===== config.mk =====
export PLATFORM = sky130hd
export DESIGN_NAME = opsg_i2s_tx
export DESIGN_NICKNAME = d
export VERILOG_FILES = /design/src/rtl/opsg_pkg.sv /design/src/rtl/opsg_bclk_gen.sv /design/src/rtl/opsg_i2s_tx.sv
export SDC_FILE = /design/constraint.sdc
export NUM_CORES = 1
export LEC_CHECK = 0
export BUFFER_PORTS_ARGS = -buffer_cell sky130_fd_sc_hd__clkbuf_2
export CAP_MARGIN = 40
export CORE_MARGIN = 2
export CORE_UTILIZATION = 35
export DETAILED_ROUTE_END_ITERATION = 10
export SYNTH_ARGS = -nofsm -noshare
export SYNTH_HDL_FRONTEND = slang
export SYNTH_SLANG_ARGS = --single-unit

===== constraint.sdc =====
create_clock -name clk -period 3.3 [get_ports clk]
set_input_delay 0.33 -clock clk [delete_from_list [all_inputs] [get_ports clk]]
set_output_delay 0.33 -clock clk [all_outputs]
set_load 0.1 [all_outputs]

===== src/rtl/opsg_pkg.sv =====
// opsg_pkg: constants shared by the PSG blocks and the I2S transmitter.
//   SAMPLE_W           - bits per audio channel
//   I2S_SLOTS          - BCLK slots per I2S frame (both channels)
//   I2S_LEFT_LAST_SLOT - last slot of the frame with lrclk low
//   SLOT_W             - width of a slot index
package opsg_pkg;

  localparam int SAMPLE_W           = 16;
  localparam int I2S_SLOTS          = 32;
  localparam int I2S_LEFT_LAST_SLOT = 15;
  localparam int SLOT_W             = $clog2(I2S_SLOTS);

endpackage


===== src/rtl/opsg_bclk_gen.sv =====
// opsg_bclk_gen: divides the system clock down to the I2S bit clock.
// Ports:
//   clk      - system clock
//   n_rst    - asynchronous active-low reset
//   bclk     - registered bit clock, period 2*BCLK_DIV clk
//   fall_evt - high in the clk cycle whose closing edge drives bclk 1->0;
//              registers enabled by it update on the same edge as bclk falls
module opsg_bclk_gen #(
  parameter int BCLK_DIV = 8
) (
  input  logic clk,
  input  logic n_rst,
  output logic bclk,
  output logic fall_evt
);

  // A divide-by-1 still needs a one-bit counter so the code stays uniform.
  localparam int DIV_W = (BCLK_DIV > 1) ? $clog2(BCLK_DIV) : 1;
  localparam logic [DIV_W-1:0] DIV_LAST = DIV_W'(BCLK_DIV - 1);

  logic [DIV_W-1:0] div_cnt;
  logic             wrap;

  assign wrap     = (div_cnt == DIV_LAST);
  assign fall_evt = wrap & bclk;

  always_ff @(posedge clk or negedge n_rst) begin
    if (!n_rst) begin
      div_cnt <= '0;
      bclk    <= 1'b0;
    end else if (wrap) begin
      div_cnt <= '0;
      bclk    <= ~bclk;
    end else begin
      div_cnt <= div_cnt + 1'b1;
    end
  end

endmodule


===== src/rtl/opsg_i2s_tx.sv =====
// opsg_i2s_tx: serialises the PSG stereo mix into a Philips I2S stream.
// Ports:
//   clk, n_rst              - system clock, asynchronous active-low reset
//   audio_left, audio_right - 16-bit two's complement samples from opsg
//   mute                    - forces both captured samples to zero
//   bclk, lrclk, sdata      - registered I2S outputs (lrclk 0 = left)
//   sample_tick             - one-clk pulse in the cycle a frame is captured
// Samples are captured once per frame on the bclk fall that enters slot 0.
// Data is delayed by one slot: slot 0 carries the previous frame's right
// LSB, slots 1..16 the left word, slots 17..31 right bits 15..1.
module opsg_i2s_tx
  import opsg_pkg::*;
#(
  parameter int BCLK_DIV = 8,
  parameter int SAMPLE_W = 16
) (
  input  logic                clk,
  input  logic                n_rst,
  input  logic [SAMPLE_W-1:0] audio_left,
  input  logic [SAMPLE_W-1:0] audio_right,
  input  logic                mute,
  output logic                bclk,
  output logic                lrclk,
  output logic                sdata,
  output logic                sample_tick
);

  if (SAMPLE_W != opsg_pkg::SAMPLE_W) begin : g_bad_sample_w
    $error("opsg_i2s_tx supports only the package sample width");
  end

  localparam int MSB = SAMPLE_W - 1;
  localparam logic [SLOT_W-1:0] LEFT_LAST = SLOT_W'(I2S_LEFT_LAST_SLOT);
  localparam logic [SLOT_W-1:0] LEFT_END  = SLOT_W'(I2S_LEFT_LAST_SLOT + 1);
  localparam logic [SLOT_W-1:0] SLOT_LAST = SLOT_W'(I2S_SLOTS - 1);

  logic                fall_evt;
  logic [SLOT_W-1:0]   slot;
  logic [SLOT_W-1:0]   slot_nxt;
  logic [SAMPLE_W-1:0] sh_l;
  logic [SAMPLE_W-1:0] sh_r;
  logic                r_lsb;   // right bit 0, carried into the next frame's slot 0

  opsg_bclk_gen #(
    .BCLK_DIV (BCLK_DIV)
  ) u_bclk_gen (
    .clk      (clk),
    .n_rst    (n_rst),
    .bclk     (bclk),
    .fall_evt (fall_evt)
  );

  // Slot counter wraps 31 -> 0 naturally in SLOT_W bits.
  assign slot_nxt = slot + 1'b1;

  always_ff @(posedge clk or negedge n_rst) begin
    if (!n_rst) begin
      slot        <= SLOT_LAST;   // first fall after reset enters slot 0
      sh_l        <= '0;
      sh_r        <= '0;
      r_lsb       <= 1'b0;
      lrclk       <= 1'b0;
      sdata       <= 1'b0;
      sample_tick <= 1'b0;
    end else begin
      sample_tick <= 1'b0;
      if (fall_evt) begin
        slot  <= slot_nxt;
        lrclk <= (slot_nxt > LEFT_LAST);
        if (slot_nxt == '0) begin
          sdata       <= r_lsb;
          sh_l        <= mute ? '0 : audio_left;
          sh_r        <= mute ? '0 : audio_right;
          sample_tick <= 1'b1;
        end else if (slot_nxt <= LEFT_END) begin
          sdata <= sh_l[MSB];
          sh_l  <= {sh_l[MSB-1:0], 1'b0};
        end else begin
          sdata <= sh_r[MSB];
          sh_r  <= {sh_r[MSB-1:0], 1'b0};
          // After 14 shifts bit 14 holds the original LSB; park it for slot 0.
          if (slot_nxt == SLOT_LAST) begin
            r_lsb <= sh_r[MSB-1];
          end
        end
      end
    end
  end

endmodule


Word-level counts from Yosys, hierarchy flattened
Cells that the tools add are included.
Widths: inputs -> output; s select.
- input bits: 35
- register bits after elaboration: 45
- logic and storage cells: 36
- add/sub/neg operators: 2
- equal/unequal tests: 3
- mux-type cells: 11
- reductions and logical operators: 5
- $lt $le $gt $ge: 2
- bitwise logic cells: 4
- operators by type and width (kind ; count):
    $mux 16 ; 6
    $add 5x1->5 const B ; 1
    $eq 5x5->1 const B ; 1
    $gt 5x4->1 const B ; 1
    $le 5x5->1 const B ; 1
    $logic_not 5->1 ; 1
    $mux 1 ; 4
    $reduce_and 2->1 ; 2
    $reduce_and 4->1 ; 1
    $add 3x1->3 const B ; 1
    $eq 3x3->1 const B ; 1
    $mux 3 ; 1
    $not 1->1 ; 3
    $ne 2x2->1 const B ; 1
    $reduce_bool 2->1 ; 1
    $and 1x1->1 ; 1

Depth between registers and ports, before layout
- depth after elaboration: 4
- depth in mapped cells: 11
- mapped depth without buffers: 10

Hierarchy
A second synthesis with hierarchy kept.
- cells, all modules: 207
- area total of the unflattened synthesis: 2085.8 µm²
- modules (own cells, without submodules) (module ; cells an instance ; sequential area each (µm²) ; area each (µm²) ; times used):
    opsg_i2s_tx ; 198 ; 1032.2 ; 1940.6 ; 1
    opsg_bclk_gen ; 9 ; 100.1 ; 145.1 ; 1

Worst setup path after synthesis
OpenSTA, ideal clock, no wires.
- path type: reg2reg
- from: register slot[0]
- to: register sh_r[12]
- setup time: 0.083 ns
- period minus slack after synthesis: 2.331 ns
- stages on the path, launching flop included: 11
- path slack: 0.969 ns
- required time: 3.217 ns
- data arrival time: 2.248 ns
- path through: dfstp_2 ha_1 nand3_1 xor2_2 ha_1 inv_2 nor2_1 buf_2 buf_4 a21oi_1 o21ai_0
- cells in the longest elaborated chain, start to end: 4
- elaborated cells on any way between the ends: 6
- ends and longest elaborated chain (item ; RTL line ; source):
    from (decl) ; opsg_i2s_tx.sv:38 ; logic [SLOT_W-1:0] slot;
    from (signal assigned) ; opsg_i2s_tx.sv:68 ; slot <= slot_nxt;
    $add 5x1->5 * ; opsg_i2s_tx.sv:54 ; assign slot_nxt = slot + 1'b1;
    $le 5x5->1 / $logic_not 5->1 (equally long branches) ; opsg_i2s_tx.sv:75, opsg_i2s_tx.sv:70 ;
    $ne 2x2->1 (no source line) ; -- ;
    $reduce_and 2->1 (no source line) ; -- ;
    to (signal assigned) ; opsg_i2s_tx.sv:73 ; sh_r <= mute ? '0 : audio_right;
    to (signal assigned) ; opsg_i2s_tx.sv:80 ; sh_r <= {sh_r[MSB-1:0], 1'b0};
    to (decl) ; opsg_i2s_tx.sv:41 ; logic [SAMPLE_W-1:0] sh_r;
Mark *: on every way between the ends. The rest lies on a longest branch, timed or not.
A chain may end at the register's enable or synchronous reset.

Worst setup path after layout
- from: register slot[0]
- to: register sh_r[8]
Same word-level chain as after synthesis.

==> results.toml <==
[status]
status = "complete, no violations"

[worst_setup_path]
r2r-start = "slot[0]$_DFFE_PN1P_"
path_class = "reg2reg"
cp_top_family = "simple AND/OR/NAND/NOR gates"
slowest_stage = "dfstp_2"
end_kind = "register"
crit_start = "slot[0]$_DFFE_PN1P_"
worst-path-buf-inv = 1
path_common_cell = "ha_1"
crit_path_max_fanout = 19
required_ns = 3.48
arrival_ns = 2.79
crit_chain = "ha_1 -> nand3_1 -> xor2_2 -> ha_1 -> nand2b_1 -> buf_4 -> nand2_1 -> o21ai_0"
startpoint_type = "register"
critical-path-max-stage-delay_ns = 0.60

[drt]
drt_first_iter_violations = 59
avgRoutedWirePerCell_um = 12.77
via_count = 1625
totalWireLength_um = 4292
via_per_inst = 4.836
ant_nets = 0
first_pass_iters = 4
drc_errors = 0

[placed_design]
hpwl_um = 2988
gp_congestion = 0.7555
io_buffer_count = 38

[clocking]
cts.sinks = 45
cts_root_buffer = "clkbuf_8"
cts_buffer_depth = 2
clock_latency_ns = 0.30
htree_levels = 2
clkSlewWorstSetupHoldPaths_ns = 0.08
cts_tree = "yes"
cts_buffers = 5
cts_setup_buffers = 0

[flow_run]
cap_violations = 0

[die]
dieHeight_um = 82.87
die_w_um = 82.87
ioPinCount = 39
start_util = 0.3655
die_area_um2 = 6867
std_cell_rows = 28
core_area_um2 = 5956

[sta]
tightest_slew_ns = 0.6034
period_needed_ns = 2.605
relSlewSlack = 0.5977
period_share = 0.7892
tns_ns = 0
skew_ns = 0.003723
rsz0062_at_grt = "no"
drv_slew = 0
fmax_mhz = 383.9
hold_violations = 0
setup_violations = 0

[power_and_ir_drop]
leakagePower_nw = 1.221
power_density_nw_per_um2 = 369.4
max-vdd-ir-drop_v = 0.0002119

[layout]
final_util = 0.4294
syn_to_final_growth_pct = 17.47
drive_above_1_share = 0.2375
seq_area_um2 = 1132
nets = 303
diodes = 0
multi_input_area_um2 = 915.9
fill_cells = 586

[synth]
synth_cells = 220
yosysUniqueCellTypes = 34
ys_seq_area_frac = 0.5201
ys_top_cells_by_area = "dfrtp_1 46%, a21oi_1 7.1%, a221oi_1 6.4%"
yosys.area.top_type = "dfrtp_1"
avgSynthCellArea_um2 = 9.896
synth_area_um2 = 2177
syn-num-nets = 263
synth_flop_cell = "dfrtp_1"
synth-seq-cells = 45
yosys_warnings = 0
synth_edf_count = 0
synthArstFlopShare = 1.000
synth_top_area_share = 0.4598

[global_routing]
grt_antenna_before_repair = 0
grt_util_met3 = 0.04175
grt.busiest_layer = "met2"
met2_usage = 0.2067
grt_usage = 0.1355
grt_max_degree = 33
grt_pass1_vias = 1633
grt.overflow.total = 0
grt_first_pass_wirelength_um = 7631
grt_use_met1 = 0.1804

[hold_path]
worst_hold_path_type = "in2reg"
hp-start = "audio_left[0]"
-- worst register-to-register path: cells and delay by family (launching register included) --
kind | cells | cell delay (ns)
DFF | 1 | 0.60
AOI/OAI and AO/OA | 1 | 0.07
and+or+nand+nor | 3 | 0.65
adders and majority gates | 2 | 0.54
xor gates and xnor gates | 1 | 0.32
buffers and inverters | 1 | 0.33
-- cells in the final DEF (no fill, tap or decap), types with 2 or more instances in the layout --
| cell | synthesis | layout |
|---|---|---|
| a21oi_1 | 31 | 31 |
| a221oi_1 | 16 | 16 |
| buf_4 | 1 | 5 |
| clkbuf_2 | 0 | 38 |
| clkbuf_8 | 0 | 5 |
| clkinv_2 | 0 | 2 |
| dfrtp_1 | 40 | 40 |
| dfstp_2 | 5 | 5 |
| ha_1 | 8 | 8 |
| inv_1 | 19 | 19 |
| nand2_1 | 25 | 25 |
| nand2b_1 | 2 | 2 |
| nor2_1 | 6 | 5 |
| nor2b_1 | 14 | 14 |
| nor3_1 | 2 | 2 |
| o21ai_0 | 18 | 18 |
| xnor2_1 | 3 | 3 |
| xor2_1 | 2 | 2 |
-- layer usage --
| metal | vias to the layer above | wire [µm] |
|---|---|---|
| met4 | 0 | 73 |
| met2 | 24 | 1961 |
| met5 | - | 0 |
| li1 | 834 | - |
| met1 | 760 | 2088 |
| met3 | 7 | 169 |
-- metrics by stage --
step | power [mW] | worst slack, ns | area [µm²] | hold WS (ns) | instances
after floorplan | 0.5872 | 0.9690 | 2177 | 0.03441 | 220
after global placement | 0.6235 | 0.7451 | 2445 | 0.4165 | 326
after global routing | 0.9954 | 0.3948 | 2557 | 0.2454 | 336
after CTS | 0.9637 | 0.6761 | 2557 | 0.2358 | 336
after detailed placement | 0.6270 | 0.6669 | 2465 | 0.1395 | 327
final | 0.9446 | 0.6955 | 2557 | 0.2527 | 336
-- kinds of logic (layout without fill, tap and decap cells) --
| group | after synthesis | in the layout | share of synthesized area |
|---|---|---|---|
| mux | 2 | 2 | 0.009770 |
| xor+xnor | 6 | 6 | 0.02759 |
| compound gates | 71 | 71 | 0.2103 |
| flops | 45 | 45 | 0.5201 |
| simple gates | 56 | 56 | 0.1259 |
| buf+inv | 32 | 73 | 0.06035 |
| fa+ha+maj | 8 | 8 | 0.04598 |
-- final cells by class --
class	count	share of cell area
clock inverter	2	0.003914
tap	75	0.03669
multi-input combinational	143	0.3581
sequential	45	0.4428
timing repair buffer	45	0.1008
clock buffer	6	0.02838
inverter	20	0.02935
-- flip-flops by register name, summed over array words and instances, names as in the netlist --
name	cells
sample_tick	1
sdata	1
sh_r	16
sh_l	16
r_lsb	1
slot	5
lrclk	1
u_bclk_gen.div_cnt	3
u_bclk_gen.bclk	1
-- final timing paths --
path / to / cells past startpoint / slack, ns
max reg2reg: sh_r[8]$_DFFE_PN0P_ / 8 / 0.70
min: sh_l[0]$_DFFE_PN0P_ / 3 / 0.25
min reg2reg: u_bclk_gen.div_cnt[0]$_DFF_PN0_ / 1 / 0.43
min in group asynchronous: sh_l[6]$_DFFE_PN0P_ / 2 / 0.37
max: sh_r[8]$_DFFE_PN0P_ / 8 / 0.70
max in group asynchronous: slot[4]$_DFFE_PN1P_ / 4 / 2.25
-- cell usage after synthesis, drive strengths merged, types with 2 or more instances --
master,instances
ha,8
xor2,3
nand2,25
xnor2,3
a221oi,16
nor2,6
dfstp,5
nor2b,14
o21ai,19
inv,20
clkbuf,5
nand2b,2
buf,7
a21oi,31
dfrtp,40
nor3,2
-- what timing repair did --
| action | CTS | global route |
|---|---|---|
| setup endpoints to repair | 0 | 0 |
| hold endpoints to repair | 2 | 0 |
| resized for setup | 0 | 0 |
| hold buffers | 1 | 0 |
-- report_power, final --
group	switching [mW]	internal (mW)
Combinational	0.0278	0.0233
Sequential	0.00446	0.560
Clock	0.182	0.147
No activity file was read; power rests on OpenSTA's default activity.
